**src/rtl/fs_bufmgr_if.sv**
```systemverilog
// Frame-buffer manager handshake bundle: writer/reader frame pulses in, buffer
// ownership, addresses and the dropped-frame count out.
interface fs_bufmgr_if #(
    parameter int C_ADDR_WIDTH = 32
);
    logic                    wr_sof;
    logic                    wr_eof;
    logic                    rd_sof;
    logic                    wr_busy;
    logic [1:0]              wr_idx;
    logic [C_ADDR_WIDTH-1:0] wr_addr;
    logic                    rd_valid;
    logic [1:0]              rd_idx;
    logic [C_ADDR_WIDTH-1:0] rd_addr;
    logic                    rd_new;
    logic [15:0]             drop_cnt;

    modport master (
        output wr_sof, wr_eof, rd_sof,
        input  wr_busy, wr_idx, wr_addr, rd_valid, rd_idx, rd_addr, rd_new, drop_cnt
    );

    modport slave (
        input  wr_sof, wr_eof, rd_sof,
        output wr_busy, wr_idx, wr_addr, rd_valid, rd_idx, rd_addr, rd_new, drop_cnt
    );
endinterface

```
**src/rtl/fs_bufmgr.sv**
```systemverilog
// Four-buffer frame store manager: one writer, one reader, a single "ready"
// slot between them. All outputs are registered one cycle after the pulses.
module fs_bufmgr #(
    parameter int                    C_ADDR_WIDTH = 32,
    parameter logic [C_ADDR_WIDTH-1:0] C_BUF0_ADDR  = 'h3F000000,
    parameter logic [C_ADDR_WIDTH-1:0] C_BUF1_ADDR  = 'h3F100000,
    parameter logic [C_ADDR_WIDTH-1:0] C_BUF2_ADDR  = 'h3F200000,
    parameter logic [C_ADDR_WIDTH-1:0] C_BUF3_ADDR  = 'h3F300000
) (
    input logic        clk,
    input logic        resetn,
    input logic        soft_resetn,
    fs_bufmgr_if.slave bus
);

    typedef enum logic {W_IDLE, W_BUSY} wstate_t;

    wstate_t                 state_reg, state_next;
    logic                    wr_busy_reg, wr_busy_next;
    logic [1:0]              wr_idx_reg, wr_idx_next;
    logic [C_ADDR_WIDTH-1:0] wr_addr_reg, wr_addr_next;
    logic                    ready_vld_reg, ready_vld_next;
    logic [1:0]              ready_idx_reg, ready_idx_next;
    logic                    rd_valid_reg, rd_valid_next;
    logic [1:0]              rd_idx_reg, rd_idx_next;
    logic [C_ADDR_WIDTH-1:0] rd_addr_reg, rd_addr_next;
    logic                    rd_new_reg, rd_new_next;
    logic [15:0]             drop_cnt_reg, drop_cnt_next;

    logic       eof_ev;
    logic       overwrite_drop;
    logic       abort_drop;
    logic [3:0] in_use;
    logic [1:0] free_idx;

    function automatic logic [C_ADDR_WIDTH-1:0] addr_of(input logic [1:0] idx);
        case (idx)
            2'd0:    addr_of = C_BUF0_ADDR;
            2'd1:    addr_of = C_BUF1_ADDR;
            2'd2:    addr_of = C_BUF2_ADDR;
            default: addr_of = C_BUF3_ADDR;
        endcase
    endfunction

    assign eof_ev = bus.wr_eof && (state_reg == W_BUSY);

    // Completion is resolved first: ready slot and reader slot for the end of this cycle.
    always_comb begin
        ready_vld_next = ready_vld_reg;
        ready_idx_next = ready_idx_reg;
        rd_valid_next  = rd_valid_reg;
        rd_idx_next    = rd_idx_reg;
        rd_new_next    = 1'b0;
        overwrite_drop = 1'b0;
        if (eof_ev) begin
            if (bus.rd_sof) begin
                // Reader takes the just-finished buffer directly; ready slot is retired.
                rd_idx_next    = wr_idx_reg;
                rd_valid_next  = 1'b1;
                rd_new_next    = 1'b1;
                ready_vld_next = 1'b0;
            end else begin
                overwrite_drop = ready_vld_reg;
                ready_vld_next = 1'b1;
                ready_idx_next = wr_idx_reg;
            end
        end else if (bus.rd_sof && ready_vld_reg) begin
            rd_idx_next    = ready_idx_reg;
            rd_valid_next  = 1'b1;
            rd_new_next    = 1'b1;
            ready_vld_next = 1'b0;
        end
    end

    // A buffer is busy if the reader or the ready slot will hold it after this cycle.
    generate
        for (genvar gi = 0; gi < 4; gi++) begin : g_in_use
            assign in_use[gi] = (rd_valid_next  && (rd_idx_next    == 2'(gi))) ||
                                (ready_vld_next && (ready_idx_next == 2'(gi)));
        end
    endgenerate

    always_comb begin
        free_idx = 2'd0;
        for (int i = 3; i >= 0; i--) begin
            if (!in_use[i]) begin
                free_idx = 2'(i);
            end
        end
    end

    always_comb begin
        state_next  = state_reg;
        wr_idx_next = wr_idx_reg;
        abort_drop  = 1'b0;
        if (eof_ev) begin
            state_next = W_IDLE;
        end
        if (bus.wr_sof) begin
            abort_drop  = (state_reg == W_BUSY) && !bus.wr_eof;
            state_next  = W_BUSY;
            wr_idx_next = free_idx;
        end
        wr_busy_next  = (state_next == W_BUSY);
        wr_addr_next  = addr_of(wr_idx_next);
        rd_addr_next  = addr_of(rd_idx_next);
        drop_cnt_next = drop_cnt_reg;
        if ((overwrite_drop || abort_drop) && (drop_cnt_reg != 16'hFFFF)) begin
            drop_cnt_next = drop_cnt_reg + 16'd1;
        end
    end

    always_ff @(posedge clk or negedge resetn) begin
        if (!resetn) begin
            state_reg     <= W_IDLE;
            wr_busy_reg   <= 1'b0;
            wr_idx_reg    <= 2'd0;
            wr_addr_reg   <= C_BUF0_ADDR;
            ready_vld_reg <= 1'b0;
            ready_idx_reg <= 2'd0;
            rd_valid_reg  <= 1'b0;
            rd_idx_reg    <= 2'd0;
            rd_addr_reg   <= C_BUF0_ADDR;
            rd_new_reg    <= 1'b0;
            drop_cnt_reg  <= 16'd0;
        end else if (!soft_resetn) begin
            state_reg     <= W_IDLE;
            wr_busy_reg   <= 1'b0;
            wr_idx_reg    <= 2'd0;
            wr_addr_reg   <= C_BUF0_ADDR;
            ready_vld_reg <= 1'b0;
            ready_idx_reg <= 2'd0;
            rd_valid_reg  <= 1'b0;
            rd_idx_reg    <= 2'd0;
            rd_addr_reg   <= C_BUF0_ADDR;
            rd_new_reg    <= 1'b0;
            drop_cnt_reg  <= 16'd0;
        end else begin
            state_reg     <= state_next;
            wr_busy_reg   <= wr_busy_next;
            wr_idx_reg    <= wr_idx_next;
            wr_addr_reg   <= wr_addr_next;
            ready_vld_reg <= ready_vld_next;
            ready_idx_reg <= ready_idx_next;
            rd_valid_reg  <= rd_valid_next;
            rd_idx_reg    <= rd_idx_next;
            rd_addr_reg   <= rd_addr_next;
            rd_new_reg    <= rd_new_next;
            drop_cnt_reg  <= drop_cnt_next;
        end
    end

    assign bus.wr_busy  = wr_busy_reg;
    assign bus.wr_idx   = wr_idx_reg;
    assign bus.wr_addr  = wr_addr_reg;
    assign bus.rd_valid = rd_valid_reg;
    assign bus.rd_idx   = rd_idx_reg;
    assign bus.rd_addr  = rd_addr_reg;
    assign bus.rd_new   = rd_new_reg;
    assign bus.drop_cnt = drop_cnt_reg;

endmodule

```
**src/flat_wrapper.sv**
```systemverilog
// flat-port wrapper written by rule: the top's interface ports become plain ports
module fs_bufmgr_flat 
#(
    parameter int                    C_ADDR_WIDTH = 32,
    parameter logic [C_ADDR_WIDTH-1:0] C_BUF0_ADDR  = 'h3F000000,
    parameter logic [C_ADDR_WIDTH-1:0] C_BUF1_ADDR  = 'h3F100000,
    parameter logic [C_ADDR_WIDTH-1:0] C_BUF2_ADDR  = 'h3F200000,
    parameter logic [C_ADDR_WIDTH-1:0] C_BUF3_ADDR  = 'h3F300000
)
  (clk, resetn, soft_resetn, bus_wr_sof, bus_wr_eof, bus_rd_sof, bus_wr_busy, bus_wr_idx, bus_wr_addr, bus_rd_valid, bus_rd_idx, bus_rd_addr, bus_rd_new, bus_drop_cnt);
  fs_bufmgr_if #(.C_ADDR_WIDTH(C_ADDR_WIDTH)) bus_i ();
  input logic clk;
  input logic resetn;
  input logic soft_resetn;
  input wire logic [$bits(bus_i.wr_sof)-1:0] bus_wr_sof;
  input wire logic [$bits(bus_i.wr_eof)-1:0] bus_wr_eof;
  input wire logic [$bits(bus_i.rd_sof)-1:0] bus_rd_sof;
  output wire logic [$bits(bus_i.wr_busy)-1:0] bus_wr_busy;
  output wire logic [$bits(bus_i.wr_idx)-1:0] bus_wr_idx;
  output wire logic [$bits(bus_i.wr_addr)-1:0] bus_wr_addr;
  output wire logic [$bits(bus_i.rd_valid)-1:0] bus_rd_valid;
  output wire logic [$bits(bus_i.rd_idx)-1:0] bus_rd_idx;
  output wire logic [$bits(bus_i.rd_addr)-1:0] bus_rd_addr;
  output wire logic [$bits(bus_i.rd_new)-1:0] bus_rd_new;
  output wire logic [$bits(bus_i.drop_cnt)-1:0] bus_drop_cnt;
  assign bus_i.wr_sof = bus_wr_sof;
  assign bus_i.wr_eof = bus_wr_eof;
  assign bus_i.rd_sof = bus_rd_sof;
  assign bus_wr_busy = bus_i.wr_busy;
  assign bus_wr_idx = bus_i.wr_idx;
  assign bus_wr_addr = bus_i.wr_addr;
  assign bus_rd_valid = bus_i.rd_valid;
  assign bus_rd_idx = bus_i.rd_idx;
  assign bus_rd_addr = bus_i.rd_addr;
  assign bus_rd_new = bus_i.rd_new;
  assign bus_drop_cnt = bus_i.drop_cnt;
  fs_bufmgr #(.C_ADDR_WIDTH(C_ADDR_WIDTH), .C_BUF0_ADDR(C_BUF0_ADDR), .C_BUF1_ADDR(C_BUF1_ADDR), .C_BUF2_ADDR(C_BUF2_ADDR), .C_BUF3_ADDR(C_BUF3_ADDR)) u_core (.clk(clk), .resetn(resetn), .soft_resetn(soft_resetn), .bus(bus_i));
endmodule
```
**config.mk**
```make
export PLATFORM = sky130hd
export DESIGN_NAME = fs_bufmgr_flat
export DESIGN_NICKNAME = d
export VERILOG_FILES = /design/src/rtl/fs_bufmgr_if.sv /design/src/rtl/fs_bufmgr.sv /design/src/flat_wrapper.sv
export SDC_FILE = /design/constraint.sdc
export NUM_CORES = 1
export LEC_CHECK = 0
export CAP_MARGIN = 20
export CORE_ASPECT_RATIO = 1.2
export CORE_MARGIN = 2
export CORE_UTILIZATION = 42
export DETAILED_ROUTE_END_ITERATION = 8
export HOLD_SLACK_MARGIN = 0.05
export PLACE_DENSITY_LB_ADDON = 0.3
export SLEW_MARGIN = 20
export SYNTH_ARGS = -nofsm -noshare
export SYNTH_HDL_FRONTEND = slang
export SYNTH_SLANG_ARGS = --single-unit
```
**constraint.sdc**
```tcl
create_clock -name clk -period 2.3 [get_ports clk]
set_input_delay 0.46 -clock clk [delete_from_list [all_inputs] [get_ports clk]]
set_output_delay 0.46 -clock clk [all_outputs]
set_load 0.005 [all_outputs]
```
== After elaboration in Yosys (flattened, before gate mapping) ==
Index checks and enable logic that the tools add are counted.
Cells by class
  add/subtract/negate cells: 1
  eq/ne operators: 11
  muxes and demuxes: 37
  reductions and logical operators: 21
Operators by type and width (count)
  22-bit case mux with 3 select lines: 2
  22-bit 2-to-1 mux: 2
  16-bit 2-to-1 mux: 2
  2-bit 2-to-1 mux: 13
  1-bit 2-to-1 mux: 18
  16-bit by 1-bit adder with 16-bit output, second input constant: 1
  16-bit != test, second input constant: 1
  1-bit logical AND: 12
  2-bit equality test, second input constant: 5
  2-bit by 1-bit equality test with 1-bit output, second input constant: 3
  2-bit zero test: 3
  1-bit logical OR: 5
  3-bit by 1-bit != test with 1-bit output, second input constant: 1
  2-bit by 1-bit != test with 1-bit output, second input constant: 1
  1-bit zero test: 1
Storage, ports and cells
  flip-flop bits (word level): 76
  input bits: 6
  output and inout port bits: 87
  logic and storage cells: 80

== Longest topological paths before layout ==
Gate-level depths: netlist of the first run.
  word-level depth: 14
  mapped depth: 7

== Worst setup path after synthesis of the first run ==
No wires, ideal clock.
  path kind: register to register
  from: register u_core.drop_cnt_reg[0], in the netlist u_core.bus.drop_cnt[0]
  to: register u_core.drop_cnt_reg[14], in the netlist u_core.bus.drop_cnt[14]
  setup time: 0.119 ns
  data arrival time: 1.650 ns
  data required time: 2.181 ns
  path slack: 0.531 ns
  stages on the path, launching flop included: 8
  buffers on the path: 0
  period minus slack after synthesis: 1.769 ns
  cell sequence: dfrtp_1 -> ha_1 -> nand2_1 -> or2_4 -> nor4_4 -> nand4_1 -> xnor2_1 -> and2_1
On the way
  longest elaborated chain between the ends: 3
  elaborated cells on any way between the ends: 6
  classes of those cells: add/sub (1); eq/ne (2); mux (2); reduce/logical (1)
RTL lines
  start: declaration: RTL line fs_bufmgr.sv:28  | logic [15:0] drop_cnt_reg, drop_cnt_next;
  start signal: assignment: RTL line fs_bufmgr.sv:149  | drop_cnt_reg <= drop_cnt_next;
  16-bit by 1-bit adder with 16-bit output or 16-bit != test (tied branches): RTL line fs_bufmgr.sv:109, fs_bufmgr.sv:108
  16-bit 2-to-1 mux or 1-bit logical AND (tied branches): RTL line fs_bufmgr.sv:108  | if ((overwrite_drop || abort_drop) && (drop_cnt_reg != 16'hFFFF)) begin
  16-bit 2-to-1 mux or 2-bit by 1-bit != test with 1-bit output (tied branches)
Parallel ways exist; a longest one is shown, timed or not. The select of a mux whose other input is x is not followed.
A chain may end at the register's enable or synchronous reset.

== Final worst setup path of the first run ==
  from: input port bus_wr_eof
  to: register u_core.drop_cnt_reg[13], in the netlist u_core.bus.drop_cnt[13]
On the way
  longest elaborated chain between the ends: 6
  elaborated cells on any way between the ends: 8
  classes of those cells: eq/ne (1); mux (2); reduce/logical (5)
RTL lines
  start: declaration: RTL line flat_wrapper.sv:16  | input wire logic [$bits(bus_i.wr_eof)-1:0] bus_wr_eof;
  1-bit zero test: RTL line fs_bufmgr.sv:100  | abort_drop = (state_reg == W_BUSY) && !bus.wr_eof;
  1-bit logical AND: RTL line fs_bufmgr.sv:100
  1-bit 2-to-1 mux: RTL line fs_bufmgr.sv:99  | if (bus.wr_sof) begin
  1-bit logical OR (*): RTL line fs_bufmgr.sv:108
  1-bit logical AND (*): RTL line fs_bufmgr.sv:108
  2-bit by 1-bit != test with 1-bit output (no line) (*)
Mark *: on every way between the ends. The rest lies on a longest branch, timed or not.

==> key figures, run 1 <==
Status
  • Status: finished, final reports clean

Die
  • Die area: 5540 um^2
  • Die X: 68.3 um
  • Starting density of the core: 42.7%
  • Die Ht: approximately 80 um
  • FP Rows: 28
  • IO Count: 93
  • Core area: 4870 um^2

Timing
  • Worst Clk Skew: ~0.0037 ns
  • Crit share post-route: 87.0%
  • Worst Slack Setup Final: 0.298 ns
  • Final min period: 2.00 ns
  • Final hold violations: 0
  • Fin. max-slew vios: 0
  • Final setup vio count: 0
  • Fmax: between 400 and 500 MHz
  • RSZ-0062 raised after global routing: no

Global routing
  • Number of global-route vias before repair: around 1.2k
  • First-pass GRT wire length: 5600 um
  • Antenna violations before repair: 0
  • GRT overflow: 0
  • GRT Overall Usage: 13.5%
  • Largest net degree at the start of global routing: 29

Worst setup path
  • Crit path max-delay cell type: clkdlybuf4s50_1
  • Critical Path Sink Type: flop
  • RR Startpoint: u_core.bus.drop_cnt[0]
  • Worst R2R End: u_core.bus.drop_cnt[14]
  • Max FO, Critical Path: 7
  • WP data arrival: 2.17 ns
  • Register-to-Register Path Depth: 7
  • Worst path cell trace: clkdlybuf4s50_1 > and3b_2 > o21ai_4 > nor4_4 > nand3_1 > xnor2_1 > and2_1
  • Crit path launch type: input port
  • Crit path kind: in -> reg
  • CP required: roughly 2.5 ns
  • CP Buf/Inv Count: 1
  • Kind of cell adding the most delay to the critical path: simple AND/OR/NAND/NOR gates
  • Max incr delay on CP: roughly 0.6 ns
  • R2R setup slack: 0.40 ns
  • Crit path depth: 7

Drt
  • DR pass1 iterations: 4
  • Iteration-0 DRC Markers: 35
  • Drt drc: 0
  • Drt wl/cell: 11.0 um
  • Via Count: 1346
  • DR vias/cell: 4.37
  • Drt total wl: between 3000 and 4000 um
  • Post-detailed-route count of antenna-violating nets: 0

Placed design
  • Placed insts: 304
  • Port Buffers: 32
  • Placed wire-length estimate: around 2700 um
  • Pre-CTS WS: -0.00585 ns
  • Final GP Congestion: 0.860

Clock tree
  • Buffers inserted by post-CTS timing repair: 0
  • Clk Latency, worst-skew pair: ~0.27 ns
  • Root Driver: clkbuf_8
  • Cts hold-fix bufs: 0
  • H-tree Lvls: 1
  • CTS tree: built
  • Clk buf depth: 2
  • Clock-pin slew of the registers on the worst-case setup and hold paths: 0.09 ns
  • CTS buffer count: 3
  • PostCTS Resize Cnt: 0
  • CTS sink count: 28

Cells and area
  • Largest register FFs: 16
  • Synth-to-layout area growth: 11.1%
  • Fraction of final layout cells sized beyond drive strength 1: 10.9%
  • Final Net Count: about 260
  • Ant. Diodes: 0
  • Commonest non-fill, non-tap cell in the layout: conb_1
  • Leading cell types in the layout, fill and taps excluded: conb_1 (60), clkdlybuf4s50_1 (32), dfrtp_1 (28)
  • Final core occ: 47.5%
  • Non-filler cells, final: 308

Yosys
  • YS warnings: 0
  • Main synth FF type: dfrtp_1
  • Sequential fraction of the synthesis area: around 34%
  • Synth Cell Area: 2080 um^2
  • EDFF count, synth: 0
  • Register bit total from synthesis: 28
  • Avg Inst Size Synth: 9.77 um^2
  • Fraction of registers with async set or reset after synthesis: between 90% and 100%
  • Netlist cell types: 49
  • Synthesized instance count: 213

Pwr
  • Combinational share of power: 13.5%
  • Int Pwr: 0.708 mW
  • Sw Share: between 20% and 30%
  • P_sw: 0.229 mW
  • Power per Cell Area: approximately 400 nW/um^2
  • P_leak: 1.09 nW
  • Clk pwr share: 32.0%
  • Max IR drop VDD: 0.000202 V
  • Seq pwr share: between 50 and 60%

Hold path
  • Worst min-delay path category: in -> async

Flow run
  • Max cap viols: 0
==> synthesized netlist by cell type, types with 2 or more instances <==
library cell	number	share of area, %
nor2_1	6	1.1
o21ai_0	2	0.48
nand4_1	4	1.2
a21o_1	2	0.72
nand2_1	7	1.3
and3_1	2	0.60
conb_1	2	0.36
dfrtp_1	28	34
xor2_1	8	3.4
nor4_4	2	2.0
a21boi_1	2	0.72
nand3_1	7	1.7
nor2b_1	10	3.0
xnor2_1	7	2.9
buf_4	63	23
a21oi_1	2	0.48
nand2b_1	5	1.5
and2_1	15	4.5
clkbuf_1	2	0.36
nor3b_2	2	1.2
nand3b_1	3	1.1
mux2i_1	5	2.4
==> routing by layer <==
layer  wire length, um  global-route usage [%]  part of all wire, %
met5                 0                       0                    0
met4                33                    6.00                 0.98
met3               159                    1.66                  4.7
met2              1760                    23.5                   52
met1              1430                    16.3                   42
==> cell families after synthesis <==
| logic type | after synthesis | synth area share (%) |
|---|---|---|
| AND/OR/NAND/NOR | 72 | 23.2 |
| buffers and inverters | 68 | 24.1 |
| flip-flops | 28 | 33.7 |
| AO/OA/AOI/OAI | 21 | 8.72 |
| XOR/XNOR | 15 | 6.31 |
| multiplexers | 6 | 3.07 |
| other | 2 | 0.361 |
| adder cells (fa/ha/maj) | 1 | 0.601 |
==> power groups by stage <==
stage / clock [mW] / sequential (mW) / combinational, mW
final: 0.300 / 0.511 / 0.127
after global placement: 0 / 0.521 / 0.127
after floorplan: 0 / 0.519 / 0.148
after detailed placement: 0 / 0.521 / 0.127
after CTS: 0.312 / 0.511 / 0.128
after global routing: 0.341 / 0.513 / 0.148
==> worst max path at each step <==
stage,start,to,slack [ns]
floorplan,u_core.bus.drop_cnt[0],u_core.bus.drop_cnt[14],0.53
global placement,bus_rd_sof,u_core.bus.wr_idx[1],0.03
detailed placement,bus_wr_eof,u_core.bus.drop_cnt[13],-0.006
CTS,bus_wr_eof,u_core.bus.drop_cnt[13],0.29
global route,bus_wr_eof,u_core.bus.drop_cnt[13],0.16
finish,bus_wr_eof,u_core.bus.drop_cnt[13],0.30
==> layout make-up <==
| class | instances | area (um^2) |
|---|---|---|
| repair buffers | 40 | 380 |
| multi-input cells | 175 | 1100 |
| fillers | 488 | 2560 |
| well taps | 60 | 75.1 |
| inverters | 1 | 3.75 |
| flip-flops and latches | 28 | 701 |
| clock buffers | 4 | 55.1 |
==> worst register-to-register path, delay by kind of cell, from the launching register on <==
kind / cells / cell delay (ns)
xor gates and xnor gates: 1 / 0.14
adders and majority gates: 1 / 0.25
and+or+nand+nor: 5 / 0.99
DFF: 1 / 0.42
==> per-stage QoR <==
| step | hold slack [ns] | cell area (um^2) | total power [mW] | setup TNS (ns) |
|---|---|---|---|---|
| after global placement | 0.559 | 2260 | 0.647 | 0 |
| after floorplan | 0.164 | 2300 | 0.667 | 0 |
| after detailed placement | 0.590 | 2260 | 0.648 | -0.00585 |
| final | 0.553 | 2310 | 0.937 | 0 |
| after CTS | 0.568 | 2310 | 0.951 | 0 |
| after global routing | 0.592 | 2310 | 1.00 | 0 |
Power figures use the tool's default switching activity.
==> run 2: changes to the inputs <==
==> constraint.sdc (replaced) <==
create_clock -name clk -period 2.1 [get_ports clk]
set_input_delay 0.42 -clock clk [delete_from_list [all_inputs] [get_ports clk]]
set_output_delay 0.42 -clock clk [all_outputs]
set_load 0.005 [all_outputs]
==> key figures, run 2 (same netlist as run 1, synthesis figures left out) <==
Placed design
  • Placed wire-length estimate: 2710 um (+2.2%)
  • Placed insts: 316 (+3.9%)
  • Final GP Congestion: 0.866 (+0.77%)
  • Pre-CTS WS: -0.0938 ns (-0.0880 ns)
  • Port Buffers: 32 (unchanged)

Worst setup path
  • Worst R2R End: u_core.bus.drop_cnt[14]
  • CP required: 2.26 ns (-0.21 ns)
  • Register-to-Register Path Depth: 7 (unchanged)
  • Max FO, Critical Path: 5 (-2)
  • Crit path launch type: input port
  • R2R setup slack: 0.27 ns (-0.13 ns)
  • WP data arrival: 2.13 ns (-0.04 ns)
  • Crit path kind: in -> reg
  • Critical Path Sink Type: flop
  • RR Startpoint: u_core.bus.drop_cnt[0]

Timing
  • Worst Clk Skew: 0.00926 ns (+0.00555 ns)
  • Final hold violations: 0 (unchanged)
  • Crit share post-route: 93.6%
  • RSZ-0062 raised after global routing: no
  • Worst Slack Setup Final: 0.134 ns (-0.165 ns)
  • Fin. max-slew vios: 0 (unchanged)
  • Final min period: ~2 ns
  • Fmax: 509 MHz
  • Final setup vio count: 0 (unchanged)
  • Setup TNS: 0 ns (unchanged)

Drt
  • Routed wl met3: 164 um (+3.1%)
  • Via Count: 1418 (+5.3%)
  • Drt wl/cell: 11.3 um (+2.7%)
  • Iteration-0 DRC Markers: 29 (-17%)
  • Post-detailed-route count of antenna-violating nets: 0 (unchanged)
  • Highest metal used: met4
  • DR pass1 iterations: 4 (unchanged)
  • Metal1 wirelength: 1500 um (+5.1%)
  • DR WL met2: 1920 um (+9.3%)
  • Drt total wl: 3610 um (+6.7%)
  • DR vias/cell: 4.43 (+1.4%)
  • Drt drc: 0 (unchanged)

Cells and area
  • Multi-input logic area: 1120 um^2 (+2.3%)
  • Leading cell types in the layout, fill and taps excluded: conb_1 (60), clkdlybuf4s50_1 (32), dfrtp_1 (28)
  • Synth-to-layout area growth: 17.4%
  • Final core occ: 50.2% (+2.7 points)
  • Largest register FFs: 16 (unchanged)
  • Ant. Diodes: 0 (unchanged)
  • Final Net Count: 268 (+4.7%)
  • Fillers: 473 (-3.1%)
  • Fraction of final layout cells sized beyond drive strength 1: 16.2% (+5.3 points)
  • Non-filler cells, final: 320 (+3.9%)
  • Commonest non-fill, non-tap cell in the layout: conb_1
  • Sequential cell area: 701 um^2 (unchanged)

Clock tree
  • H-tree Lvls: 1 (unchanged)
  • Root Driver: clkbuf_8
  • CTS sink count: 28 (unchanged)
  • Clk Latency, worst-skew pair: 0.27 ns (about the same)
  • Buffers inserted by post-CTS timing repair: 0 (unchanged)
  • Clock-pin slew of the registers on the worst-case setup and hold paths: 0.10 ns (about the same)
  • CTS buffer count: 3 (unchanged)
  • Clk buf depth: 2 (unchanged)
  • CTS tree: built
  • Cts hold-fix bufs: 0 (unchanged)

Die
  • Core area: 4870 um^2 (unchanged)
  • FP Rows: 28 (unchanged)
  • IO Count: 93 (unchanged)
  • Starting density of the core: 42.7% (unchanged)
  • Die area: 5540 um^2 (unchanged)
  • Die Ht: 81.1 um (unchanged)
  • Die X: 68.3 um (unchanged)

Hold path
  • Worst min-delay path category: in -> async

Pwr
  • P_leak: 1.15 nW (+6.2%)
  • Max IR drop VDD: 0.000333 V (+65%)
  • Final Power: 1.15 mW (+22%)
  • Power per Cell Area: 469 nW/um^2 (+16%)

Global routing
  • GRT Overall Usage: 13.3% (-0.18 points)
  • First-pass GRT wire length: 5780 um (+3.3%)
  • Antenna violations before repair: 0 (unchanged)
  • Number of global-route vias before repair: 1277 (+6.6%)
  • GRT overflow: 0 (unchanged)
  • Largest net degree at the start of global routing: 29 (unchanged)

Status
  • Status: finished, final reports clean

Flow run
  • Max cap viols: 0 (unchanged)
run 2: timing repair:
action / 4_1_cts / 5_1_grt
endpoints found under the hold margin: 0 / 0
endpoints found under the setup margin: 0 / 2
resized for setup: 0 / 4
run 2: final cells by class:
type / instances / share of cell area (%)
inverters: 1 / 0.154
multi-input cells: 175 / 45.9
well taps: 60 / 3.07
clock buffers: 3 / 1.69
clock inverters: 1 / 1.23
repair buffers: 52 / 19.3
flip-flops and latches: 28 / 28.7
run 2: worst max-delay path: stages:
cell	delay, ns
clkdlybuf4s50_1	0.53
buf_4	0.14
nand2_2	0.09
mux2i_4	0.22
a2bb2oi_2	0.27
o21ai_0	0.20
mux2i_1	0.18
a21oi_1	0.08
run 2: stage by stage:
| step | hold WS (ns) | area [um^2] |
|---|---|---|
| final | 0.516 | 2440 |
| after floorplan | 0.124 | 2300 |
| after detailed placement | 0.562 | 2350 |
| after CTS | 0.525 | 2420 |
| after global routing | 0.561 | 2440 |
| after global placement | 0.566 | 2350 |
run 2: routing by layer:
layer	vias to the layer above	GRT usage (%)
li1	686	-
met1	684	16.6
met2	46	24.3
met3	2	1.66
met4	0	2.40
met5	-	0
run 2: report_power, final:
part	internal [mW]	leakage [nW]	switching [mW]	total (mW)
Combinational	0.0746	0.730	0.0849	0.160
Clock	0.255	0.0357	0.172	0.427
Sequential	0.547	0.387	0.0124	0.560
Total	0.877	1.15	0.269	1.15
run 2: how the worst max path moves through the flow:
stage,startpoint,endpoint
6_report,bus_wr_eof,u_core.bus.wr_addr[20]
5_1_grt,bus_wr_eof,u_core.bus.wr_idx[1]
4_1_cts,bus_wr_eof,u_core.bus.wr_addr[21]
3_5_place_dp,bus_wr_eof,u_core.bus.wr_addr[21]
3_3_place_gp,bus_wr_eof,u_core.bus.drop_cnt[6]
2_1_floorplan,u_core.bus.drop_cnt[0],u_core.bus.drop_cnt[14]
==> run 3: changes to the inputs <==
--- a/config.mk
+++ b/config.mk
@@ -10,6 +10,7 @@
 export CORE_MARGIN = 2
 export CORE_UTILIZATION = 42
 export DETAILED_ROUTE_END_ITERATION = 8
+export GPL_ROUTABILITY_DRIVEN = 0
 export HOLD_SLACK_MARGIN = 0.05
 export PLACE_DENSITY_LB_ADDON = 0.3
 export SLEW_MARGIN = 20
==> results of run 3 <==
The final DEF is identical to that of run 2; final timing and power are the same.
